==> src/rtl/gated_event_counter_pkg.sv <==
// Shared types for the gated event counter.
// FSM state encoding used by the top-level controller.
package gated_event_counter_pkg;

    typedef enum logic {
        ST_IDLE  = 1'b0,
        ST_COUNT = 1'b1
    } gec_state_t;

endpackage

==> src/rtl/gated_event_counter_sync_rise_det.sv <==
// Synchroniser plus rising-edge pulse for an asynchronous input.
// Reusable for any async level that must be counted as edges.
module sync_rise_det #(
    parameter int STAGES = 2
) (
    input  logic clk,
    input  logic rst_n,
    input  logic d_async,
    output logic q_sync,
    output logic rise
);

    logic [STAGES-1:0] sync_q;
    logic              prev_q;

    // shift the async level through the chain, keep last value for edge
    always_ff @(posedge clk or negedge rst_n) begin
        if (!rst_n) begin
            sync_q <= '0;
            prev_q <= 1'b0;
        end else begin
            sync_q <= {sync_q[STAGES-2:0], d_async};
            prev_q <= sync_q[STAGES-1];
        end
    end

    assign q_sync = sync_q[STAGES-1];
    assign rise   = q_sync & ~prev_q;

endmodule

==> src/rtl/gated_event_counter.sv <==
// Counts synchronised event edges while gate is high, then
// offers the saturating count through a valid/ready slot.
module gated_event_counter #(
    parameter int CNT_W       = 8,
    parameter int SYNC_STAGES = 2
) (
    input  logic             clk,
    input  logic             rst_n,
    input  logic             gate,
    input  logic             evt_in,
    output logic [CNT_W-1:0] cnt_out,
    output logic             cnt_sat,
    output logic             cnt_valid,
    input  logic             cnt_ready,
    output logic             overrun
);

    import gated_event_counter_pkg::*;

    gec_state_t       state;
    gec_state_t       state_nxt;
    logic [CNT_W-1:0] acc;
    logic [CNT_W-1:0] acc_nxt;
    logic             sat;
    logic             sat_nxt;
    logic             done;
    logic             slot_free;
    logic             gate_q;
    logic             gate_rise;
    logic             gate_fall;
    logic             evt_rise;

    sync_rise_det #(
        .STAGES (SYNC_STAGES)
    ) u_evt_sync (
        .clk     (clk),
        .rst_n   (rst_n),
        .d_async (evt_in),
        .q_sync  (),
        .rise    (evt_rise)
    );

    // gate delay; resets high so a gate already up is not a window
    always_ff @(posedge clk or negedge rst_n) begin
        if (!rst_n) begin
            gate_q <= 1'b1;
        end else begin
            gate_q <= gate;
        end
    end

    assign gate_rise = gate & ~gate_q;
    assign gate_fall = ~gate & gate_q;
    assign slot_free = ~cnt_valid | cnt_ready;

    // window FSM with saturating accumulator
    always_comb begin
        state_nxt = state;
        acc_nxt   = acc;
        sat_nxt   = sat;
        done      = 1'b0;
        unique case (state)
            ST_IDLE: begin
                if (gate_rise) begin
                    state_nxt = ST_COUNT;
                    acc_nxt   = CNT_W'(evt_rise);
                    sat_nxt   = 1'b0;
                end
            end
            ST_COUNT: begin
                if (gate_fall) begin
                    state_nxt = ST_IDLE;
                    done      = 1'b1;
                end else if (evt_rise) begin
                    if (&acc) begin
                        sat_nxt = 1'b1;
                    end else begin
                        acc_nxt = acc + 1'b1;
                    end
                end
            end
        endcase
    end

    // FSM and accumulator state
    always_ff @(posedge clk or negedge rst_n) begin
        if (!rst_n) begin
            state <= ST_IDLE;
            acc   <= '0;
            sat   <= 1'b0;
        end else begin
            state <= state_nxt;
            acc   <= acc_nxt;
            sat   <= sat_nxt;
        end
    end

    // result slot: load when free, otherwise drop and flag overrun
    always_ff @(posedge clk or negedge rst_n) begin
        if (!rst_n) begin
            cnt_out   <= '0;
            cnt_sat   <= 1'b0;
            cnt_valid <= 1'b0;
            overrun   <= 1'b0;
        end else begin
            if (done && slot_free) begin
                cnt_out   <= acc;
                cnt_sat   <= sat;
                cnt_valid <= 1'b1;
            end else if (cnt_valid && cnt_ready) begin
                cnt_valid <= 1'b0;
            end
            if (done && !slot_free) begin
                overrun <= 1'b1;
            end
        end
    end

endmodule

==> config.mk <==
export PLATFORM = sky130hd
export DESIGN_NAME = gated_event_counter
export DESIGN_NICKNAME = d
export VERILOG_FILES = /design/src/rtl/gated_event_counter_pkg.sv /design/src/rtl/gated_event_counter_sync_rise_det.sv /design/src/rtl/gated_event_counter.sv
export SDC_FILE = /design/constraint.sdc
export NUM_CORES = 1
export LEC_CHECK = 0
export ABC_AREA = 0
export BUFFER_PORTS_ARGS = -buffer_cell sky130_fd_sc_hd__buf_2
export CAP_MARGIN = 10
export CELL_PAD_IN_SITES_DETAIL_PLACEMENT = 1
export CELL_PAD_IN_SITES_GLOBAL_PLACEMENT = 1
export CORE_MARGIN = 4
export CORE_UTILIZATION = 47
export CTS_CLUSTER_SIZE = 20
export DETAILED_ROUTE_END_ITERATION = 6
export HOLD_SLACK_MARGIN = 0.15
export PLACE_DENSITY = 0.79
export SLEW_MARGIN = 40
export SYNTH_ARGS = -nofsm -noshare
export SYNTH_HDL_FRONTEND = slang
export SYNTH_HIERARCHICAL = 1
export SYNTH_SLANG_ARGS = --single-unit
==> constraint.sdc <==
create_clock -name clk -period 3.8 [get_ports clk]
set_clock_uncertainty 0.05 [all_clocks]
set_input_delay 0.38 -clock clk [delete_from_list [all_inputs] [get_ports clk]]
set_output_delay 0.38 -clock clk [all_outputs]
set_load 0.03 [all_outputs]
# After elaboration in Yosys (flattened, before gate mapping)
# Cells that the tools add are included.
[classes] n_addsub=1 n_eq_ne=5 mux=17 n_bitwise=9 n_reduce_logical=8
[ops] op="8-bit 2-to-1 mux" count=4
[ops] op="8-bit case mux with 2 select lines" count=1
[ops] op="1-bit 2-to-1 mux" count=10
[ops] op="8-bit by 1-bit adder with 8-bit output (second input constant)" count=1
[ops] op="4-bit AND reduction" count=2
[ops] op="8-bit AND reduction" count=1
[ops] op="2-bit != test (second input constant)" count=3
[ops] op="1-bit inverter" count=5
[ops] op="2-bit by 1-bit != test with 1-bit output (second input constant)" count=2
[ops] op="1-bit case mux with 2 select lines" count=2
[ops] op="1-bit bitwise AND" count=3
[ops] op="1-bit logical AND" count=3
[ops] op="2-bit nonzero test" count=1
[ops] op="1-bit logical NOT" count=1
[ops] op="1-bit bitwise OR" count=1
[word_totals] register_bits=25 inputBits=5 output_inout_bits=11 word_cells=50

# Longest topological paths before layout
[logic_depth] depth_word=6 ltp_mapped=5 depth_no_buf=5

# Modules after synthesis
# Netlist, hierarchy kept.
[by_module_without_submodules] mod="gated_event_counter" n_inst=1 cells_each=84 area_per_inst_um2=1009.7 seq_area_each_um2=551.8
[by_module_without_submodules] mod="sync_rise_det" n_inst=1 cells_each=4 area_per_inst_um2=88.8 seq_area_each_um2=75.1

# Least setup slack after synthesis
# OpenSTA, ideal clock, no wires.
[synth_path] path_type="register -> register" startpoint="register acc[0]" endpoint="register acc[5]" setup_time_ns=0.126 arrival_time_ns=1.358 required_time_ns=3.624 path_slack_ns=2.266 stages_incl_launch_ff=6 n_path_buf=0 period_less_slack_ns=1.534 path_cell_list="dfrtp_1 -> ha_1 -> nand3_2 -> o2111ai_2 -> and3_1 -> a311o_1"
[synth_between] elab_chain_cells=5 elab_cells_between_ends=8 classes_between="add/sub (1); eq/ne (1); mux (4); reduce/logical (2)"
[synth_lines] item="from (decl)" line="gated_event_counter.sv:22" text="logic [CNT_W-1:0] acc;"
[synth_lines] item="from (signal assigned)" line="gated_event_counter.sv:93" text="acc <= acc_nxt;"
[synth_lines] item="8-bit by 1-bit adder with 8-bit output" line="gated_event_counter.sv:78" text="acc_nxt = acc + 1'b1;"
[synth_lines] item="8-bit 2-to-1 mux" line="gated_event_counter.sv:75" text="if (&acc) begin"
[synth_lines] item="8-bit 2-to-1 mux" line="gated_event_counter.sv:74" text="end else if (evt_rise) begin"
[synth_lines] item="8-bit 2-to-1 mux" line="gated_event_counter.sv:71" text="if (gate_fall) begin"
[synth_lines] item="8-bit case mux with 2 select lines" line="gated_event_counter.sv:62" text="unique case (state)"
# Several ways; a longest one is shown, not always the timed one. The select of a mux whose other input is x is not followed.
# A chain may end at the register's enable or synchronous reset.

# Worst setup path after layout
[layout_path] startpoint="input port gate" endpoint="register cnt_out[6]"
[layout_between] elab_chain_cells=5
[layout_lines] item="from (decl)" line="gated_event_counter.sv:9" text="input logic gate,"
[layout_lines] item="1-bit inverter" line="gated_event_counter.sv:53" text="assign gate_fall = ~gate & gate_q;"
[layout_lines] item="1-bit bitwise AND" line="gated_event_counter.sv:53"
[layout_lines] item="1-bit 2-to-1 mux" line="gated_event_counter.sv:71"
[layout_lines] item="1-bit 2-to-1 mux" line="gated_event_counter.sv:62"
[layout_lines] item="1-bit logical AND" line="gated_event_counter.sv:106" text="if (done && slot_free) begin"
[layout_lines] item="to (signal assigned)" line="gated_event_counter.sv:101" text="cnt_out <= '0;"
[layout_lines] item="to (signal assigned)" line="gated_event_counter.sv:107" text="cnt_out <= acc;"
[layout_lines] item="to (decl)" line="gated_event_counter.sv:11" text="output logic [CNT_W-1:0] cnt_out,"
# No other way between the ends.

==> out/results.ini <==
[pwr]
leakagePower_uw=0.000581
p_total_uw=717
ir_drop_mv=0.336
p_per_area_mw_per_mm2=571

[routing]
drt_pass1_iterations=3
final_antenna_net_count=0
wirelength_mm=2.11
num_vias=760
drt_first_iter_violations=2
avgRoutedWirePerCell_um=15.5
vias_per_cell=5.59
drc=0

[final_layout]
fin_util=0.567
multi_input_area_um2=447
seqCellArea_um2=627
final_layout_size_suffix_gt1_frac=0.241
syn_to_final_growth_pct=14.2
diodes=0
n_fill_cell=245
fin_area_mm2=0.00125
finalNetCount=115

[timing]
tightest_slew_ps=534
slew_violations=0
rsz0062_at_grt=false
worst_slew_margin_rel=0.644
fin_ws_ps=1840
fin_tns_setup_ps=0
hold_viol_final=0
fmax_mhz=510
finalSetupViolations=0
finalCritPeriodShare=0.516
fin_crit_ps=1960

[clock_network]
clk_latency_ps=310
htreeDepth=1
cts_tree=yes
cts_root_buffer=clkbuf_4
cts.sinks=25
numCtsBuffers=3
cts.path.max_buffers=2
clk_pin_slew_ps=120

[synth]
seq_area_frac_synth=0.571
synth-seq-cells=25
async_reset_ff_frac=1.00
yosysWarnings=6
yosysMostFrequentCell=dfrtp_1
synth_area_mm2=0.00110
syn_inst=88
synth_commonest_cells=24 x dfrtp_1, 9 x mux2_1, 5 x nand2_1, 5 x o21ai_0
synthFlopType=dfrtp_1
syn-num-nets=94
syn_area_per_cell_um2=12.5
synthTopCellsByArea=dfrtp_1 55%, mux2_1 9.2%, nand3_2 2.7%, dfstp_2 2.4%, nand2b_1 2.3%
synth.distinct_cells=33
synth_edf_count=0
yosysTopAreaCell=dfrtp_1
synth.top_cell.area_share=0.547

[placed_design]
placed_area_mm2=0.00120
numPortBuffers=15
globalplace.congestion=0.769
dpl_worst_slack_ps=2040
dp_hpwl_mm=1.57

[die]
core_mm2=0.00221
io_pins=16
die_height_um=56.3
die_area_mm2=0.00317
start_util=0.497
rows=17
die_w_um=56.3

[worst_hold_path]
hold_path.class=in -> reg
min-delay-start=cnt_ready

[global_route]
antenna_found_initial=0
grt_max_degree=26
grt-ovfl-total=0
grt_pass1_vias=836
grt_pass1_wl_mm=3.89
grt_usage=0.153

[setup_path]
path_class=in -> reg
startpoint_type=input pin
cp-startpoint=gate
path_max_fanout=9
cp.arrival_ps=2110
rr_startpoint=acc[1]$_DFFE_PN0P_
crit_path_end_kind=flip-flop
worstPathRequired_ps=3950

[run_status]
outcome=completed

[job]
cap_violations=0

## repair_timing
| action | in CTS | in global routing |
|---|---|---|
| hold buffers | 3 | 0 |
| resized for setup | 0 | 0 |
| setup endpoints to repair | 0 | 0 |
| endpoints found under the hold margin | 26 | 0 |
| buffers inserted | 0 | 0 |
## worst paths after layout
| kind | endpoint | slack [ps] | cells after the start |
|---|---|---|---|
| worst min register to register | u_evt_sync/sync_q[1]$_DFF_PN0_ | 320 | 0 |
| worst max-delay path | cnt_out[6]$_DFFE_PN0P_ | 1840 | 5 |
| max in group asynchronous | gate_q$_DFF_PN1_ | 2820 | 2 |
| worst min-delay path | cnt_valid$_DFFE_PN0P_ | 300 | 3 |
| min in group asynchronous | cnt_out[6]$_DFFE_PN0P_ | 520 | 2 |
| worst max register to register | acc[0]$_DFFE_PN0P_ | 2020 | 5 |
## worst max-delay path, cell delays in order
cell and delay [ps]:
dlygate4sd3_1 540, buf_2 140, and2b_1 220, and3_1 450, mux2_1 380
## through the flow
stage	std cells	hold WS, ps
floorplan	88	34.4
global placement	129	288
detailed placement	129	289
CTS	136	288
global route	136	318
finish	136	299
## layout make-up
class	count	share of cell area
repair buffers	18	0.0837
clock buffers	4	0.0209
multi-input cells	57	0.356
well taps	28	0.0279
flip-flops and latches	25	0.500
inverters	4	0.0120
## cells in the final DEF (no fill, tap or decap), drive strengths merged, types with 2 or more instances in the layout
master / Yosys / final
o22a: 2 / 2
dfrtp: 24 / 24
dlygate4sd3: 0 / 3
nand2b: 4 / 4
inv: 4 / 4
nor2b: 2 / 2
nand2: 5 / 5
mux2i: 2 / 2
o21ai: 5 / 5
nand3: 5 / 5
and3: 3 / 3
mux2: 9 / 9
clkbuf: 0 / 4
nor3: 2 / 2
buf: 2 / 15
nor2: 2 / 2
## per-layer routing
metal  track usage  routed length, um
met1         0.207                945
met2         0.242               1070
met3        0.0276                 71
met4        0.0610                 17
met5             0                  0
## state kept, by name, indices dropped and copies added, names as in the netlist
signal	cells
acc	8
cnt_out	8
u_evt_sync/sync_q	2
cnt_sat	1
cnt_valid	1
gate_q	1
overrun	1
sat	1
state	1
u_evt_sync/prev_q	1
## cell families (layout without fill, tap and decap cells)
group / after synthesis / count (layout) / share of synthesized area
mux: 11 / 11 / 0.110
compound gates: 16 / 16 / 0.115
simple gates: 29 / 29 / 0.170
buf+inv: 6 / 26 / 0.0228
fa+ha+maj: 1 / 1 / 0.0114
flops: 25 / 25 / 0.571
## power by group
group	switching [uW]	leakage, uW	internal (uW)
clock	73.0	0.0000150	40.9
combinational	138	0.000257	81.7
sequential	56.1	0.000309	327
Power figures use the tool's default switching activity.
